### config.mk
export PLATFORM = sky130hd
export DESIGN_NAME = md_issue_flat
export DESIGN_NICKNAME = d
export VERILOG_FILES = /design/src/rtl/md_pkg.sv /design/src/rtl/md_issue_if.sv /design/src/rtl/md_fifo2.sv /design/src/rtl/md_issue.sv /design/src/flat_wrapper.sv
export SDC_FILE = /design/constraint.sdc
export NUM_CORES = 1
export LEC_CHECK = 0
export BUFFER_PORTS_ARGS = -buffer_cell sky130_fd_sc_hd__buf_4
export CAP_MARGIN = 40
export CORE_ASPECT_RATIO = 0.75
export CORE_MARGIN = 2
export CORE_UTILIZATION = 36
export CTS_BUF_LIST = sky130_fd_sc_hd__clkbuf_2 sky130_fd_sc_hd__clkbuf_4 sky130_fd_sc_hd__clkbuf_8
export CTS_CLUSTER_SIZE = 12
export DETAILED_ROUTE_END_ITERATION = 10
export GPL_TIMING_DRIVEN = 1
export HOLD_SLACK_MARGIN = 0.03
export PLACE_DENSITY = 0.6
export SLEW_MARGIN = 25
export SYNTH_ARGS = -nofsm -noshare
export SYNTH_HDL_FRONTEND = slang
export SYNTH_SLANG_ARGS = --single-unit
### constraint.sdc
create_clock -name clk -period 10.4 [get_ports clk]
set_input_delay 2.08 -clock clk [delete_from_list [all_inputs] [get_ports clk]]
set_output_delay 2.08 -clock clk [all_outputs]
set_load 0.005 [all_outputs]
### src/rtl/md_pkg.sv
// rtl/md_pkg.sv - multiply/divide op codes and issue-queue entry type shared by decoder, queue and unit
package md_pkg;

  localparam logic [3:0] OP_NOP   = 4'd0;
  localparam logic [3:0] OP_MULT  = 4'd3;
  localparam logic [3:0] OP_DIV   = 4'd4;
  localparam logic [3:0] OP_MULTU = 4'd8;
  localparam logic [3:0] OP_DIVU  = 4'd9;
  localparam logic [3:0] OP_MTHI  = 4'd10;
  localparam logic [3:0] OP_MTLO  = 4'd11;
  localparam logic [3:0] OP_MFHI  = 4'd12;
  localparam logic [3:0] OP_MFLO  = 4'd13;

  typedef struct packed {
    logic [3:0]  op;
    logic [31:0] rs;
    logic [31:0] rt;
    logic [4:0]  dst;
  } md_entry_t;

  function automatic logic is_md_op(input logic [3:0] op);
    case (op)
      OP_MULT, OP_MULTU, OP_DIV, OP_DIVU,
      OP_MTHI, OP_MTLO, OP_MFHI, OP_MFLO: return 1'b1;
      default:                            return 1'b0;
    endcase
  endfunction

  function automatic logic is_mf(input logic [3:0] op);
    return (op == OP_MFHI) || (op == OP_MFLO);
  endfunction

endpackage

### src/rtl/md_issue_if.sv
// rtl/md_issue_if.sv - op push handshake from the D stage and mfhi/mflo result return
interface md_issue_if;
  logic        in_valid;
  logic        in_ready;
  logic [3:0]  in_op;
  logic [31:0] in_rs;
  logic [31:0] in_rt;
  logic [4:0]  in_dst;
  logic        res_valid;
  logic [31:0] res_data;
  logic [4:0]  res_dst;

  modport master (
    output in_valid, in_op, in_rs, in_rt, in_dst,
    input  in_ready, res_valid, res_data, res_dst
  );

  modport slave (
    input  in_valid, in_op, in_rs, in_rt, in_dst,
    output in_ready, res_valid, res_data, res_dst
  );
endinterface

### src/rtl/md_fifo2.sv
// rtl/md_fifo2.sv - two-entry queue of md ops with count and head view
module md_fifo2
  import md_pkg::*;
(
  input  logic       clk,
  input  logic       reset,
  input  logic       clr,
  input  logic       push,
  input  md_entry_t  push_data,
  input  logic       pop,
  output logic [1:0] count,
  output md_entry_t  head
);

  md_entry_t mem [2];
  logic      wr_ptr;
  logic      rd_ptr;

  always_ff @(posedge clk) begin
    if (push) begin
      mem[wr_ptr] <= push_data;
    end
  end

  always_ff @(posedge clk) begin
    if (reset || clr) begin
      count  <= 2'd0;
      wr_ptr <= 1'b0;
      rd_ptr <= 1'b0;
    end else begin
      if (push) wr_ptr <= ~wr_ptr;
      if (pop)  rd_ptr <= ~rd_ptr;
      count <= count + 2'(push) - 2'(pop);
    end
  end

  assign head = mem[rd_ptr];

endmodule

### src/rtl/md_issue.sv
// rtl/md_issue.sv - in-order issue of queued multiply/divide ops and hi/lo reads
module md_issue
  import md_pkg::*;
#(
  parameter int DEPTH = 2
) (
  input  logic        clk,
  input  logic        reset,
  input  logic        flush,
  md_issue_if.slave   up,
  output logic [3:0]  md_aluop,
  output logic [31:0] md_op1,
  output logic [31:0] md_op2,
  input  logic [31:0] md_hi,
  input  logic [31:0] md_lo,
  input  logic        md_busy
);

  logic [1:0] count;
  md_entry_t  head;
  md_entry_t  in_entry;
  logic       store;
  logic       issue;
  logic       issue_mf;

  assign up.in_ready = (count != 2'(DEPTH));
  assign in_entry    = '{op: up.in_op, rs: up.in_rs, rt: up.in_rt, dst: up.in_dst};

  // Unknown op codes complete the handshake but never occupy a slot.
  assign store    = up.in_valid && up.in_ready && !flush && is_md_op(up.in_op);
  assign issue    = (count != 2'd0) && !md_busy && !flush;
  assign issue_mf = issue && is_mf(head.op);

  md_fifo2 u_fifo (
    .clk       (clk),
    .reset     (reset),
    .clr       (flush),
    .push      (store),
    .push_data (in_entry),
    .pop       (issue),
    .count     (count),
    .head      (head)
  );

  always_comb begin
    md_aluop = OP_NOP;
    md_op1   = 32'd0;
    md_op2   = 32'd0;
    if (issue && !issue_mf) begin
      md_aluop = head.op;
      md_op1   = head.rs;
      md_op2   = head.rt;
    end
  end

  // hi/lo are sampled in the issue cycle; the unit updates them on that same edge at the earliest.
  always_ff @(posedge clk) begin
    if (reset) begin
      up.res_valid <= 1'b0;
      up.res_data  <= 32'd0;
      up.res_dst   <= 5'd0;
    end else begin
      up.res_valid <= issue_mf;
      if (issue_mf) begin
        up.res_data <= (head.op == OP_MFHI) ? md_hi : md_lo;
        up.res_dst  <= head.dst;
      end
    end
  end

endmodule

### src/flat_wrapper.sv
// flat-port wrapper written by rule: the top's interface ports become plain ports
module md_issue_flat import md_pkg::*;
#(
  parameter int DEPTH = 2
)
  (clk, reset, flush, md_aluop, md_op1, md_op2, md_hi, md_lo, md_busy, up_in_valid, up_in_op, up_in_rs, up_in_rt, up_in_dst, up_in_ready, up_res_valid, up_res_data, up_res_dst);
  md_issue_if up_i ();
  input  logic clk;
  input  logic reset;
  input  logic flush;
  output logic [3:0] md_aluop;
  output logic [31:0] md_op1;
  output logic [31:0] md_op2;
  input  logic [31:0] md_hi;
  input  logic [31:0] md_lo;
  input  logic md_busy;
  input wire logic [$bits(up_i.in_valid)-1:0] up_in_valid;
  input wire logic [$bits(up_i.in_op)-1:0] up_in_op;
  input wire logic [$bits(up_i.in_rs)-1:0] up_in_rs;
  input wire logic [$bits(up_i.in_rt)-1:0] up_in_rt;
  input wire logic [$bits(up_i.in_dst)-1:0] up_in_dst;
  output wire logic [$bits(up_i.in_ready)-1:0] up_in_ready;
  output wire logic [$bits(up_i.res_valid)-1:0] up_res_valid;
  output wire logic [$bits(up_i.res_data)-1:0] up_res_data;
  output wire logic [$bits(up_i.res_dst)-1:0] up_res_dst;
  assign up_i.in_valid = up_in_valid;
  assign up_i.in_op = up_in_op;
  assign up_i.in_rs = up_in_rs;
  assign up_i.in_rt = up_in_rt;
  assign up_i.in_dst = up_in_dst;
  assign up_in_ready = up_i.in_ready;
  assign up_res_valid = up_i.res_valid;
  assign up_res_data = up_i.res_data;
  assign up_res_dst = up_i.res_dst;
  md_issue #(.DEPTH(DEPTH)) u_core (.clk(clk), .reset(reset), .flush(flush), .up(up_i), .md_aluop(md_aluop), .md_op1(md_op1), .md_op2(md_op2), .md_hi(md_hi), .md_lo(md_lo), .md_busy(md_busy));
endmodule
==> impl_metrics.yaml, run 1 <==
run_status:
  status: "complete, no violations"
placed_design:
  routabilityCongestion: 0.769
  port_buffers: 248
  dpl-instance-area_um2: 9500
  dp_hpwl_um: 12200
  dpl_worst_slack_ns: 4.79
synthesis:
  synth-async-reset-ratio_pct: 0
  syn_nets: 678
  synth_area_um2: 7330
  synth_edf_count: 146
  synth_top_area_share_pct: 59.8
  synth-seq-cells: 189
  yosysTopAreaCell: "edfxtp_1"
  yosys-top-cells-area: "edfxtp_1 (60%), dfxtp_1 (12%), mux2i_1 (10%), nor2_1 (5.6%), a311oi_1 (3.8%)"
  yosysSeqAreaShare_pct: 71.5
  yosysUniqueCellTypes: 32
  synthCells: 534
  synthFlopType: "edfxtp_1"
  synth_warnings: 0
  avgSynthCellArea_um2: 13.7
power:
  ir_drop_v: 0.0000878
  seq_power_share_pct: 57.2
  p_leak_uw: 0.00373
  p_int_uw: 1160
  powerDensity_nw_per_um2: 145
  finalPower_uw: 1450
  pwr-share-comb_pct: 5.6
  switchingPower_uw: 294
  switching_share_pct: 20.3
  pwr-share-clk_pct: 37.2
sta:
  clock.fmax_ghz: 0.179
  hold_viol: 0
  layout_setup_ws_ns: 4.82
  rsz0062_at_grt: "false"
  fin_crit_sh_pct: 53.7
  slew_viol_final: 0
  fin_worst_skew_ns: 0.0128
  slew-limit-headroom_pct: 46.0
  fin_crit_ns: 5.58
  final.setup.tns_ns: 0
  final-setup-viol-count: 0
  tightest_slew_ns: 0.810
routing:
  vias: 5007
  first_iter_violations: 221
  drt.antenna.violating_nets: 0
  wirelength_um: 17300
  wl_per_cell_um: 16.5
  post-route-drc-count: 0
  drt_first_pass_iters: 4
  viasPerCell: 4.78
clock_tree:
  cts_hold_buf: 0
  clkSlewWorstSetupHoldPaths_ns: 0.08
  cts-root-buf: "clkbuf_8"
  cts_made_buffers: 17
  clock_sinks: 189
  clkLatencyLatePin_ns: 0.45
  htree_levels: 4
  cts_tree: "yes"
  ctsLongestPathBuffers: 2
  cts_repair_resize_count: 0
  cts_setup_buffers: 0
floorplanning:
  die_w_um: 169
  initial_core_util_pct: 36.5
  die_area_um2: 21500
  io_pins: 249
  design.core.area_um2: 20100
  die_y_um: 128
  rows: 45
layout:
  nFillCells: 1817
  design_area_um2: 9980
  layout_common_cells: "buf_4 (253), edfxtp_1 (146), nor2_1 (109)"
  num_antenna_cells: 0
  drive_above_1_share_pct: 37.8
  syn_to_final_growth_pct: 36.1
  utilization_pct: 49.7
  nNetsFinal: 921
  final_common_cell: "buf_4"
critical_path:
  crit_cells: 6
  worst-r2r-cell-count: 5
  critical-path-top-delay-family: "simple AND/OR/NAND/NOR gates"
  endpoint_kind: "primary output"
  crit_path_top_delay_cell: "nor3_1"
  critPathLaunchType: "primary input"
  crit_chain: "buf_4, nor3_1, nand3_2, buf_4, nor2_1, buf_4"
  crit_path_max_fanout: 67
  crit_top_cell: "buf_4"
  path_class: "primary input to primary output"
  required_ns: 8.32
  slowest_delay_ns: 0.41
  critPathBufInv: 3
  arrival_ns: 3.50
hold_path:
  hp-class: "flop to flop"
  whs_path_depth: 2
global_route:
  grt_max_degree: 76
  grt_overflow: 0
  grt_pass1_vias: 5050
  antenna_found_initial: 0
  grt_first_pass_wirelength_um: 26200
  grt_usage_pct: 15.8
job:
  cap_violations: 0
metrics by stage:
step,hold slack [ns],cells
2_1_floorplan,0.481,534
4_1_cts,0.509,1047
3_5_place_dp,0.493,1015
3_3_place_gp,0.485,1012
6_report,0.506,1048
5_1_grt,0.528,1048
flip-flops by register name, summed over array words and instances, names as in the netlist, named ones only:
signal,cells
u_core.up.res_data,32
u_core.up.res_dst,5
u_core.u_fifo.wr_ptr,1
u_core.up.res_valid,1
u_core.u_fifo.mem,146
u_core.u_fifo.rd_ptr,1
u_core.u_fifo.count,2
cell type report:
type	count	area [um^2]	area share (%)
clock buffer	21	277	2.77
clock inverter	11	176	1.77
inverter	4	16.3	0.163
multi-input combinational	308	1950	19.6
sequential	189	5250	52.6
tap	258	323	3.23
timing repair buffer	257	1990	19.9
final timing paths:
check | from | slack [ns] | end
min reg2reg | u_core.up.res_dst[3]$_SDFFE_PP0P_ | 0.51 | u_core.up.res_dst[3]$_SDFFE_PP0P_
max | flush | 4.82 | md_op1[9]
min | u_core.up.res_dst[3]$_SDFFE_PP0P_ | 0.51 | u_core.up.res_dst[3]$_SDFFE_PP0P_
max reg2reg | flop | 7.86 | u_core.up.res_data[28]$_SDFFE_PP0P_
per-layer routing:
layer / track usage (%) / up-vias / share of wire, %
met4: 4.67 / 0 / 1.5
met3: 5.36 / 21 / 6.3
li1: - / 2428 / -
met2: 25.7 / 154 / 48
met1: 20.2 / 2404 / 44
met5: 0 / - / 0
worst reg2reg max path, stage by stage (launching register included):
cell       delay [ns]
dfxtp_4          0.69
nand4b_2         0.31
a2111oi_4        0.41
buf_4            0.62
nor2_1           0.14
a311oi_1         0.28
power by group through the flow:
stage | clock (uW) | combinational [uW] | sequential [uW]
final | 539 | 80.7 | 829
after global routing | 587 | 88.5 | 830
after global placement | 0 | 76.7 | 846
after floorplan | 0 | 23.3 | 847
after CTS | 556 | 81.3 | 829
after detailed placement | 0 | 81.1 | 847
cell usage after synthesis (2+ instances only):
| cell type | count |
|---|---|
| edfxtp_1 | 146 |
| ha_1 | 2 |
| dfxtp_1 | 43 |
| clkbuf_1 | 17 |
| nor2_1 | 110 |
| a211oi_1 | 5 |
| xnor2_1 | 2 |
| mux2i_1 | 73 |
| buf_2 | 7 |
| nand3_1 | 2 |
| buf_1 | 6 |
| inv_1 | 4 |
| nor2b_1 | 2 |
| nand2_1 | 65 |
| buf_4 | 2 |
| a311oi_1 | 32 |
logic make-up (layout without fill, tap and decap cells):
group | after synthesis | after routing | share of synthesized area [%]
AO/OA/AOI/OAI | 43 | 43 | 5.22
adder cells (fa/ha/maj) | 2 | 2 | 0.341
XOR/XNOR | 3 | 3 | 0.358
flip-flops | 189 | 189 | 71.5
buffers and inverters | 37 | 293 | 2.22
AND/OR/NAND/NOR | 187 | 187 | 10.4
multiplexers | 73 | 73 | 9.96
Power figures use the tool's default switching activity.
==> run 2: changes to the inputs <==
Settings changed: PLACE_DENSITY 0.6 to 0.63.
Clock period 10.4 ns to 4.5 ns, I/O delays scaled along.
==> impl_metrics.yaml, run 2 (same netlist as run 1, synthesis figures left out) <==
run_status:
  status: "complete, no violations"
placed_design:
  dpl-instance-area_um2: 9490
  routabilityCongestion: 0.789
  dp.cells: 1015
  dp_hpwl_um: 12000
  port_buffers: 248
routing:
  post-route-drc-count: 0
  viasPerCell: 4.79
  wirelength_um: 16900
  drt.antenna.violating_nets: 0
  wl_per_cell_um: 16.1
  vias: 5023
  drt_first_pass_iters: 4
  first_iter_violations: 270
clock_tree:
  clkSlewWorstSetupHoldPaths_ns: 0.11
  clock_sinks: 189
  htree_levels: 4
  cts_made_buffers: 17
  cts_repair_resize_count: 0
  cts-root-buf: "clkbuf_8"
  cts_tree: "yes"
  ctsLongestPathBuffers: 2
  cts_hold_buf: 0
  cts_setup_buffers: 0
  clkLatencyLatePin_ns: 0.46
sta:
  rsz0062_at_grt: "false"
  clock.fmax_ghz: 0.292
  slew_viol_final: 0
  final.setup.tns_ns: 0
  fin_worst_skew_ns: 0.0153
  hold_viol: 0
  final-setup-viol-count: 0
  tightest_slew_ns: 0.700
  whs_ns: 0.506
  fin_crit_sh_pct: 76.1
  slew-limit-headroom_pct: 53.3
  fin_crit_ns: 3.42
hold_path:
  hp-class: "flop to flop"
  whs_path_depth: 2
  hp-start: "u_core.up.res_data[30]$_SDFFE_PP0P_"
critical_path:
  crit_path_max_fanout: 67
  critical-path-top-delay-family: "buffers and inverters"
  arrival_ns: 2.52
  crit_top_cell: "buf_4"
  crit_cells: 5
  required_ns: 3.60
  crit_chain: "nand4b_2, nand3_2, buf_4, nor2_1, buf_4"
  critPathLaunchType: "flop"
  path_class: "flop to primary output"
  endpoint_kind: "primary output"
  slowest_delay_ns: 0.66
  crit_path_top_delay_cell: "dfxtp_4"
  critPathBufInv: 2
  worst-r2r-cell-count: 5
floorplanning:
  die_area_um2: 21500
  initial_core_util_pct: 36.5
  rows: 45
  die_y_um: 128
  die_w_um: 169
  io_pins: 249
  design.core.area_um2: 20100
layout:
  nNetsFinal: 922
  fin_cells: 1049
  final_common_cell: "buf_4"
  num_antenna_cells: 0
  regMostFlops: "u_core.u_fifo.mem"
  design_area_um2: 9960
  drive_above_1_share_pct: 37.9
  largest_register_ffs: 146
  largestRegisters: "u_core.u_fifo.mem (146), u_core.up.res_data (32), u_core.up.res_dst (5)"
  layout_common_cells: "buf_4 (254), edfxtp_1 (146), nor2_1 (109)"
  syn_to_final_growth_pct: 35.8
power:
  powerDensity_nw_per_um2: 327
  finalPower_uw: 3260
  ir_drop_v: 0.000221
  p_leak_uw: 0.00372
global_route:
  grt_usage_pct: 15.7
  grt_pass1_vias: 4996
  grt_overflow: 0
  antenna_found_initial: 0
  grt_max_degree: 76
  grt_first_pass_wirelength_um: 26000
job:
  cap_violations: 0
-- run 2: worst min-delay path, stage by stage (launching register included) --
cell and delay, ns:
dfxtp_1 0.33, nor2_1 0.09, a311oi_1 0.05
-- run 2: metal layers --
| layer | global-route usage, % | routed length, um |
|---|---|---|
| met5 | 0 | 0 |
| met4 | 5.68 | 296 |
| met3 | 5.51 | 1250 |
| met2 | 25.5 | 8160 |
| met1 | 19.4 | 7220 |
-- run 2: area by class of cell --
type                       count  area (um^2)
clock buffer                  18          248
clock inverter                14          169
fill                        1770        10100
inverter                       4         16.3
multi-input combinational    308         1950
sequential                   189         5250
tap                          258          323
timing repair buffer         258         2000
-- run 2: path summary, 6_finish.rpt --
path	to	slack, ns
hold reg to reg	u_core.up.res_data[30]$_SDFFE_PP0P_	0.51
setup reg to reg	u_core.up.res_data[22]$_SDFFE_PP0P_	1.97
hold / removal	u_core.up.res_data[30]$_SDFFE_PP0P_	0.51
setup / recovery	md_op1[20]	1.08
-- run 2: report_power, final --
part / total [uW] / switching [uW] / internal (uW)
sequential: 1920 / 7.96 / 1910
clock: 1160 / 628 / 531
combinational: 185 / 80.7 / 105
total: 3260 / 716 / 2540
-- run 2: stage by stage --
step           util, %  worst slack, ns
2_1_floorplan        -            0.922
3_3_place_gp      47.0             1.31
3_5_place_dp      47.2             1.25
4_1_cts           49.3            0.969
5_1_grt           49.5            0.869
6_report          49.5             1.08
